`config.mk`:
```
export PLATFORM = sky130hd
export DESIGN_NAME = apb_master
export DESIGN_NICKNAME = d
export VERILOG_FILES = /design/src/rtl/apb_master.sv
export SDC_FILE = /design/constraint.sdc
export NUM_CORES = 1
export LEC_CHECK = 0
export BUFFER_PORTS_ARGS = -buffer_cell sky130_fd_sc_hd__buf_2
export CORE_MARGIN = 10
export CORE_UTILIZATION = 50
export DETAILED_ROUTE_END_ITERATION = 6
export PLACE_DENSITY = 0.91
export SYNTH_ARGS = -nofsm -noshare
export SYNTH_HDL_FRONTEND = slang
export SYNTH_SLANG_ARGS = --single-unit
export TNS_END_PERCENT = 50
```
`constraint.sdc`:
```
create_clock -name pclk -period 4.15 [get_ports pclk]
set_input_delay 0.83 -clock pclk [delete_from_list [all_inputs] [get_ports pclk]]
set_output_delay 0.83 -clock pclk [all_outputs]
set_load 0.05 [all_outputs]
```
`src/rtl/apb_master.sv`:
```
// rtl/apb_master.sv - APB requester bridging a cmd/rsp handshake onto one APB transfer at a time.
// Optional ACCESS wait timeout compiled in with APB_MASTER_TIMEOUT_EN.
module apb_master #(
    parameter int ADDR_WIDTH     = 32,
    parameter int DATA_WIDTH     = 32,
    parameter int TIMEOUT_CYCLES = 16
) (
    input  logic                  pclk,
    input  logic                  preset_n,
    input  logic                  cmd_valid,
    output logic                  cmd_ready,
    input  logic [ADDR_WIDTH-1:0] cmd_addr,
    input  logic                  cmd_write,
    input  logic [DATA_WIDTH-1:0] cmd_wdata,
    output logic                  rsp_valid,
    input  logic                  rsp_ready,
    output logic [DATA_WIDTH-1:0] rsp_rdata,
    output logic                  rsp_slverr,
    output logic [ADDR_WIDTH-1:0] paddr,
    output logic                  pwrite,
    output logic                  psel,
    output logic                  penable,
    output logic [DATA_WIDTH-1:0] pwdata,
    input  logic                  pready,
    input  logic [DATA_WIDTH-1:0] prdata,
    input  logic                  pslverr
);

    typedef enum logic [1:0] {
        IDLE   = 2'd0,
        SETUP  = 2'd1,
        ACCESS = 2'd2,
        RESP   = 2'd3
    } state_t;

    state_t state;

`ifdef APB_MASTER_TIMEOUT_EN
    localparam int CW = $clog2(TIMEOUT_CYCLES + 1);
    logic [CW-1:0] wait_cnt;
`else
    logic unused_timeout;
    assign unused_timeout = ^TIMEOUT_CYCLES;
`endif

    always_ff @(posedge pclk or negedge preset_n) begin
        if (!preset_n) begin
            state      <= IDLE;
            cmd_ready  <= 1'b0;
            psel       <= 1'b0;
            penable    <= 1'b0;
            pwrite     <= 1'b0;
            paddr      <= '0;
            pwdata     <= '0;
            rsp_valid  <= 1'b0;
            rsp_rdata  <= '0;
            rsp_slverr <= 1'b0;
`ifdef APB_MASTER_TIMEOUT_EN
            wait_cnt   <= '0;
`endif
        end else begin
            case (state)
                IDLE: begin
                    // cmd_ready is registered, so it first rises one edge after reset release
                    if (cmd_valid && cmd_ready) begin
                        paddr     <= cmd_addr;
                        pwrite    <= cmd_write;
                        pwdata    <= cmd_wdata;
                        cmd_ready <= 1'b0;
                        psel      <= 1'b1;
                        penable   <= 1'b0;
                        state     <= SETUP;
                    end else begin
                        cmd_ready <= 1'b1;
                    end
                end
                SETUP: begin
                    penable <= 1'b1;
                    state   <= ACCESS;
`ifdef APB_MASTER_TIMEOUT_EN
                    wait_cnt <= '0;
`endif
                end
                ACCESS: begin
                    if (pready) begin
                        psel       <= 1'b0;
                        penable    <= 1'b0;
                        rsp_valid  <= 1'b1;
                        rsp_rdata  <= pwrite ? '0 : prdata;
                        rsp_slverr <= pslverr;
                        state      <= RESP;
                    end
`ifdef APB_MASTER_TIMEOUT_EN
                    else if (wait_cnt == CW'(TIMEOUT_CYCLES - 1)) begin
                        // completer never answered: abort and report an error
                        psel       <= 1'b0;
                        penable    <= 1'b0;
                        rsp_valid  <= 1'b1;
                        rsp_rdata  <= '0;
                        rsp_slverr <= 1'b1;
                        state      <= RESP;
                    end else begin
                        wait_cnt <= wait_cnt + 1'b1;
                    end
`endif
                end
                RESP: begin
                    if (rsp_ready) begin
                        rsp_valid <= 1'b0;
                        cmd_ready <= 1'b1;
                        state     <= IDLE;
                    end
                end
                default: state <= IDLE;
            endcase
        end
    end

endmodule

```
# Word level (Yosys, flattened, before mapping)
# Index checks and enable logic that the tools add are counted.
dict set report classes {
  n_eq_ne 6
  muxes 16
  n_reduce_logical 13
}
# operator n
set op_table {}
lappend op_table {{$mux W32} 1}
lappend op_table {{$reduce_and A3 Y1} 4}
lappend op_table {{$pmux W2 S4} 1}
lappend op_table {{$mux W1} 7}
lappend op_table {{$mux W2} 3}
lappend op_table {{$ne A2 B2 Y1 const B} 3}
lappend op_table {{$pmux W1 S2} 3}
lappend op_table {{$reduce_and A2 Y1} 3}
lappend op_table {{$reduce_bool A2 Y1} 3}
lappend op_table {{$eq A2 B2 Y1 const B} 2}
lappend op_table {{$pmux W1 S3} 1}
lappend op_table {{$reduce_bool A3 Y1} 1}
lappend op_table {{$eq A2 B1 Y1 const B} 1}
lappend op_table {{$logic_not A2 Y1} 1}
lappend op_table {{$logic_and A1 B1 Y1} 1}
dict set report word_totals {
  ff_bits 104
  output_inout_bits 102
  wordCells 45
}

# Longest topological paths before layout
# Gate-level depths: netlist of run 1.
dict set report depth {
  word_depth 3
  ltp_mapped 7
}

# Worst setup path after synthesis of run 1
# Ideal clock, no wire load.
dict set report synth_path {
  path_kind {input-to-reg}
  start {input port pready}
  end {register state[1]}
  stages 3
  setup_time_ns 0.125
  setup_slack_ns 2.404
  path_buffers 0
  required_time_ns 4.025
  t_arrival_ns 1.622
  path_cell_list {and2b_2 -> nor3_1 -> mux2_2}
}
dict set report synth_via {
  elab_chain_len 2
}
# element line_no
set synth_lines {}
lappend synth_lines {{from (decl)} 24} ;# input logic pready,
lappend synth_lines {{$ne A2 B2 Y1 (no line)} -}
lappend synth_lines {{$reduce_and A3 Y1 (no line)} -}
lappend synth_lines {{to (signal assigned)} 48} ;# state <= IDLE;
lappend synth_lines {{to (signal assigned)} 72} ;# state <= SETUP;
lappend synth_lines {{to (signal assigned)} 79} ;# state <= ACCESS;
lappend synth_lines {{to (decl)} 36} ;# state_t state;
# Every way passes these cells.
# A chain may end at the register's enable or synchronous reset.

# Final worst setup path of run 1
dict set report layout_path {
  start {register pwrite}
  end {output port pwrite}
}
# element line_no
set layout_rtl {}
lappend layout_rtl {{from (decl)} 20} ;# output logic pwrite,
lappend layout_rtl {{from (signal assigned)} 67} ;# pwrite <= cmd_write;
# No word-level cell between the ends.

==> results of run 1 <==
[kinds of logic (layout without fill, tap and decap cells)]
logic type | count (synthesis) | after routing
muxes | 69 | 69
buffers and inverters | 21 | 230
AOI/OAI and AO/OA | 42 | 42
DFF | 104 | 104
adders and majority gates | 6 | 6
and+or+nand+nor | 71 | 71
[cells in the final DEF (no fill, tap or decap), types with 2 or more instances in the layout]
master      Yosys  layout
buf_2           3     203
buf_4           1       7
clkbuf_1        8       2
clkbuf_8        0       9
clkinv_2        0       2
clkinvlp_4      0       2
dfrtp_1       104     104
ha_1            6       6
inv_1           4       4
mux2_2         29      29
mux2_4         39      39
nand2_1        33      33
nand2b_1       32      32
nor3_1          2       2
o21ai_0        38      38
[state kept, by name, indices dropped and copies added, names as in the netlist]
name	cells
paddr	32
pwdata	32
rsp_rdata	32
state	2
cmd_ready	1
penable	1
psel	1
pwrite	1
rsp_slverr	1
rsp_valid	1
[worst min-delay path, delay by kind of cell, from the launching register on]
kind / cells / cell delay [ns]
and+or+nand+nor: 1 / 0.04
AOI/OAI and AO/OA: 1 / 0.06
DFF: 1 / 0.35
[metal layers]
metal / routed length, µm / vias up / share of wire
met3: 1038 / 14 / 0.092
li1: - / 1462 / -
met4: 156 / 0 / 0.014
met1: 4197 / 1464 / 0.37
met5: 0 / - / 0
met2: 5921 / 135 / 0.52
[worst max path at each step]
stage | startpoint | end | slack [ns]
after floorplan | pready | state[1]$_DFFE_PN0P_ | 2.40
after global placement | pready | rsp_slverr$_DFFE_PN0P_ | 1.73
after detailed placement | cmd_valid | pwdata[26]$_DFFE_PN0P_ | 1.67
after CTS | pwrite$_DFFE_PN0P_ | pwrite | 1.68
after global routing | pwrite$_DFFE_PN0P_ | pwrite | 1.57
final | pwrite$_DFFE_PN0P_ | pwrite | 1.71
[final cells by class]
type | count | area, µm² | area share
sequential | 104 | 2603 | 0.4674
tap | 105 | 131.4 | 0.02360
clock inverter | 5 | 33.78 | 0.006067
clock buffer | 11 | 131.4 | 0.02360
inverter | 4 | 15.01 | 0.002697
multi-input combinational | 188 | 1585 | 0.2847
timing repair buffer | 210 | 1069 | 0.1919
[through the flow]
step / cells / hold slack [ns]
floorplan: 313 / 0.5344
global placement: 611 / 0.4564
detailed placement: 611 / 0.4648
CTS: 627 / 0.4846
global route: 627 / 0.5009
finish: 627 / 0.4770
==> metrics.txt, run 1 <==
status finished clean; total I/O pin count 205; core footprint 0.008299 mm²; die height 112.6 µm; R2R setup slack 1.77 ns; first-pass GRT wire length 18050 µm; Routability Congestion 0.7358; Tmin final 2.442 ns; hold path start rsp_rdata[29]$_DFFE_PN0P_; # rows 33; die width 112.6 µm; DRT iter0 DRCs 171; Crit path buffers/inverters 1; Clock Pin Slew Worst Setup and Hold Paths 0.09 ns; Synth Flop Type dfrtp_1; crit-path max FO 34; post-route cell area 0.005568 mm²; Initial Utilization 0.5171; final WL 11310 µm; share of the synthesized area in the top cell type 0.6064; post-place setup slack 1.665 ns; WL per Instance 18.04 µm; crit-path max cell delay 0.87 ns; Slew Viols, Final 0; GRT Util Overall 0.1746; final hold viol count 0; Overflow after GRT 0; final core occ 0.6709; layout cell share with drive strength beyond 1 0.5632; Synth area leaders dfrtp_1 61%, mux2_4 14%, mux2_2 7.6%; post-synthesis mux area share 0.2149; setup_tns 0 ns; Max-slew headroom 0.3949; Global Route met3 Usage 0.07242; Via Count 3075; Seq/Total Area, Yosys 0.6064; Worst R2R Start state[0]$_DFFE_PN0P_; global-route layer with the greatest usage met2; synthesized instance count 313; Root Buffer clkbuf_8; hold path endpoint rsp_rdata[29]$_DFFE_PN0P_; # diodes 0; Simple-Gate Fraction of Synth Area 0.08338; dominant cell type by area after synthesis dfrtp_1; main combinational cell family by area after synthesis multiplexers; Synth Area per Inst 13.71 µm²; max-cap violation count 0; die area 0.01269 mm²; CTS tree built; CP startpoint kind flip-flop; filler cell count 617; top-count cell post-synth dfrtp_1; fmax 409.5 MHz; CP top delay family flip-flops; Post-Syn Area 0.004292 mm²; crit path capture type output port; setup ws final 1.708 ns; R2R cell count 5; M1 GR Usage 0.1876; postcts setup bufs 0; FF-to-FF End paddr[18]$_DFFE_PN0P_; synthesized-area fraction occupied by adder cells 0.01749; worst skew pair latency 0.35 ns; slowest CP cell dfrtp_1; Port-buffer cells 204; Hold Crit Class flip-flop to flip-flop; buffer depth of the longest clock path 2; DP Area 0.005403 mm²; Async SR Flop Fraction 1.000; Ys Warns 0; Setup Skew 0.01112 ns; Num CTS Buffers 9; final period utilization 0.5885; vias in the first global route 3402; Routed Antenna Nets 0; XOR/XNOR share of the synthesized area 0; clk sinks 104; Crit path depth 1; DR vias/cell 4.904; largest net degree at the start of global routing 62; Distinct cells, synth 23; initial antenna violation count 0; RSZ-0062 raised after global routing no; # DRC 0; area delta synth->final 29.74%; CTS H-tree lvls 3; complex-gate fraction of the synthesized area 0.05073; Worst Tran Pin Value 0.9055 ns; hpwl dp 8954 µm; grt met2 use 0.3080; CTS resizes 0; Yosys reg bits 104; Min-Delay Path Depth 2; Synth Net Count 422; Cell Chain, Critical Path buf_2; CP arrival 1.61 ns; fin nets 626; Setup CP Type flip-flop to output port; Worst EP required 3.32 ns; Post-synth EDFFs 0; top post-synthesis cells by count 104 x dfrtp_1, 39 x mux2_4, 38 x o21ai_0; DR pass1 iterations 4; final setup violating endpoints 0; CTS Hold Bufs 0
Power of run 1 is not shown: default switching activity piles up to over one toggle a cycle in this logic, so the estimate is an artifact.
==> inputs of run 2 (changes only) <==
--- a/config.mk
+++ b/config.mk
@@ -7,9 +7,9 @@
 export LEC_CHECK = 0
 export BUFFER_PORTS_ARGS = -buffer_cell sky130_fd_sc_hd__buf_2
 export CORE_MARGIN = 10
-export CORE_UTILIZATION = 50
+export CORE_UTILIZATION = 42
 export DETAILED_ROUTE_END_ITERATION = 6
-export PLACE_DENSITY = 0.91
+export PLACE_DENSITY = 0.83
 export SYNTH_ARGS = -nofsm -noshare
 export SYNTH_HDL_FRONTEND = slang
 export SYNTH_SLANG_ARGS = --single-unit
==> constraint.sdc (replaced) <==
create_clock -name pclk -period 2.2 [get_ports pclk]
set_input_delay 0.44 -clock pclk [delete_from_list [all_inputs] [get_ports pclk]]
set_output_delay 0.44 -clock pclk [all_outputs]
set_load 0.05 [all_outputs]
==> run 2 against run 1 <==
  * Routed wire length increased by 0.24%
  * Hold slack got worse by 0.39 ns
  * First-iteration DRC count decreased by 8.8%
  * Via count increased by 0.39%
  * Critical endpoint is now pwdata[22]$_DFFE_PN0P_
  * Highest routed layer unchanged
==> metrics.txt, run 2 (synthesis results as in run 1) <==
status finished clean; die area 0.01466 mm² (+16%); hpwl dp 8962 µm (about the same); postcts setup bufs 0 (unchanged); fmax 537.8 MHz; CTS tree built; Worst Tran Pin Value 0.5975 ns (-0.3079 ns); max-cap violation count 0 (unchanged); Cell Chain, Critical Path inv_1, ha_1, nand3_4, buf_4, mux2_4; total I/O pin count 205 (unchanged); DR pass1 iterations 4 (unchanged); worst skew pair latency 0.36 ns (about the same); Worst EP required 2.44 ns (-0.88 ns); CTS H-tree lvls 3 (unchanged); largest registers paddr (32), pwdata (32), rsp_rdata (32); crit path capture type flip-flop; grt met2 use 0.2646 (-0.04336); fin nets 631 (+0.80%); final hold viol count 0 (unchanged); crit-path max cell delay 0.43 ns (-0.44 ns); die width 121.1 µm (+7.5%); Tmin final 1.860 ns; crit-path max FO 17 (-50%); CP startpoint kind flip-flop; area delta synth->final 32.54%; Num CTS Buffers 9 (unchanged); vias in the first global route 3411 (+0.26%); Overflow after GRT 0 (unchanged); final setup violating endpoints 0 (unchanged); most frequent cells in the layout 203 x buf_2, 104 x dfrtp_1, 39 x mux2_4; core footprint 0.009864 mm² (+19%); Routed Antenna Nets 0 (unchanged); clk sinks 104 (unchanged); first-pass GRT wire length 17800 µm (-1.4%); CTS Hold Bufs 0 (unchanged); DRT iter0 DRCs 156 (-8.8%); CTS resizes 0 (unchanged); M1 GR Usage 0.1641 (-0.02343); GRT Util Overall 0.1529 (-0.02164); RSZ-0062 raised after global routing no; buffer depth of the longest clock path 2 (unchanged); slowest CP cell dfrtp_1; # rows 36 (+9.1%); Slew Viols, Final 0 (unchanged); Clock Pin Slew Worst Setup and Hold Paths 0.10 ns (about the same); Initial Utilization 0.4351 (-0.08205); # diodes 0 (unchanged); Global Route met3 Usage 0.05724 (-0.01518); Routability Congestion 0.8020 (+9.0%); setup_tns 0 ns (unchanged); final WL 11340 µm (+0.24%); initial antenna violation count 0 (unchanged); DR vias/cell 4.684 (-4.5%); final period utilization 0.8452; Port-buffer cells 204 (unchanged); Via Count 3087 (+0.39%); layout cell share with drive strength beyond 1 0.5665 (+0.003322); die height 121.1 µm (+7.5%); Root Buffer clkbuf_8; WL per Instance 17.21 µm (-4.6%); Setup Skew 0.01213 ns (+0.001015 ns); CP arrival 2.10 ns (+0.49 ns); Max-slew headroom 0.6016 (+0.2067); Crit path buffers/inverters 2 (+1); # DRC 0 (unchanged); commonest non-fill, non-tap cell in the layout buf_2; Setup CP Type flip-flop to flip-flop; largest net degree at the start of global routing 105 (+69%); Hold Crit Class primary input to asynchronous set/reset pin; CP top delay family flip-flops; global-route layer with the greatest usage met2
## run 2: cell count changes in the layout (fill, tap and decap cells not counted), sizes merged
cell	change
clkinvlp	-1
clkinv	-2
bufinv	+1
buf	+5
clkbuf	+1
## run 2: layout make-up
class	count	area (µm²)
fillers	841	4177
flip-flops and latches	104	2603
multi-input cells	188	1585
repair buffers	215	1131
well taps	133	166.4
clock buffers	12	145.1
clock inverters	3	42.54
inverters	4	15.01
## run 2: path summary, 6_finish.rpt
| path | start | end | slack [ns] | cells after the start |
|---|---|---|---|---|
| hold reg to reg | rsp_rdata[1]$_DFFE_PN0P_ | rsp_rdata[1]$_DFFE_PN0P_ | 0.48 | 2 |
| setup reg to reg | state[0]$_DFFE_PN0P_ | pwdata[22]$_DFFE_PN0P_ | 0.34 | 5 |
| min in group pclk | cmd_wdata[13] | pwdata[13]$_DFFE_PN0P_ | 0.30 | 2 |
| max in group asynchronous | preset_n | paddr[31]$_DFFE_PN0P_ | 1.60 | 2 |
| setup / recovery | state[0]$_DFFE_PN0P_ | pwdata[22]$_DFFE_PN0P_ | 0.34 | 5 |
| hold / removal | preset_n | paddr[4]$_DFFE_PN0P_ | 0.09 | 2 |
## run 2: routing by layer
| metal | wire length, µm | part of all wire |
|---|---|---|
| met5 | 0 | 0 |
| met4 | 265 | 0.023 |
| met3 | 1071 | 0.094 |
| met2 | 5788 | 0.51 |
| met1 | 4216 | 0.37 |
## run 2: stage by stage
| step | cells | hold slack (ns) | worst slack, ns | util | instance area (µm²) |
|---|---|---|---|---|---|
| 2_1_floorplan | 313 | 0.1444 | 0.5584 | - | 4292 |
| 3_3_place_gp | 644 | 0.4568 | 0.4500 | 0.5576 | 5500 |
| 3_5_place_dp | 644 | 0.4651 | 0.3541 | 0.5576 | 5500 |
| 4_1_cts | 659 | 0.1612 | 0.3237 | 0.5766 | 5688 |
| 5_1_grt | 659 | 0.1755 | 0.2503 | 0.5766 | 5688 |
| 6_report | 659 | 0.08604 | 0.3405 | 0.5766 | 5688 |
Power of run 2 is left out for the same reason.
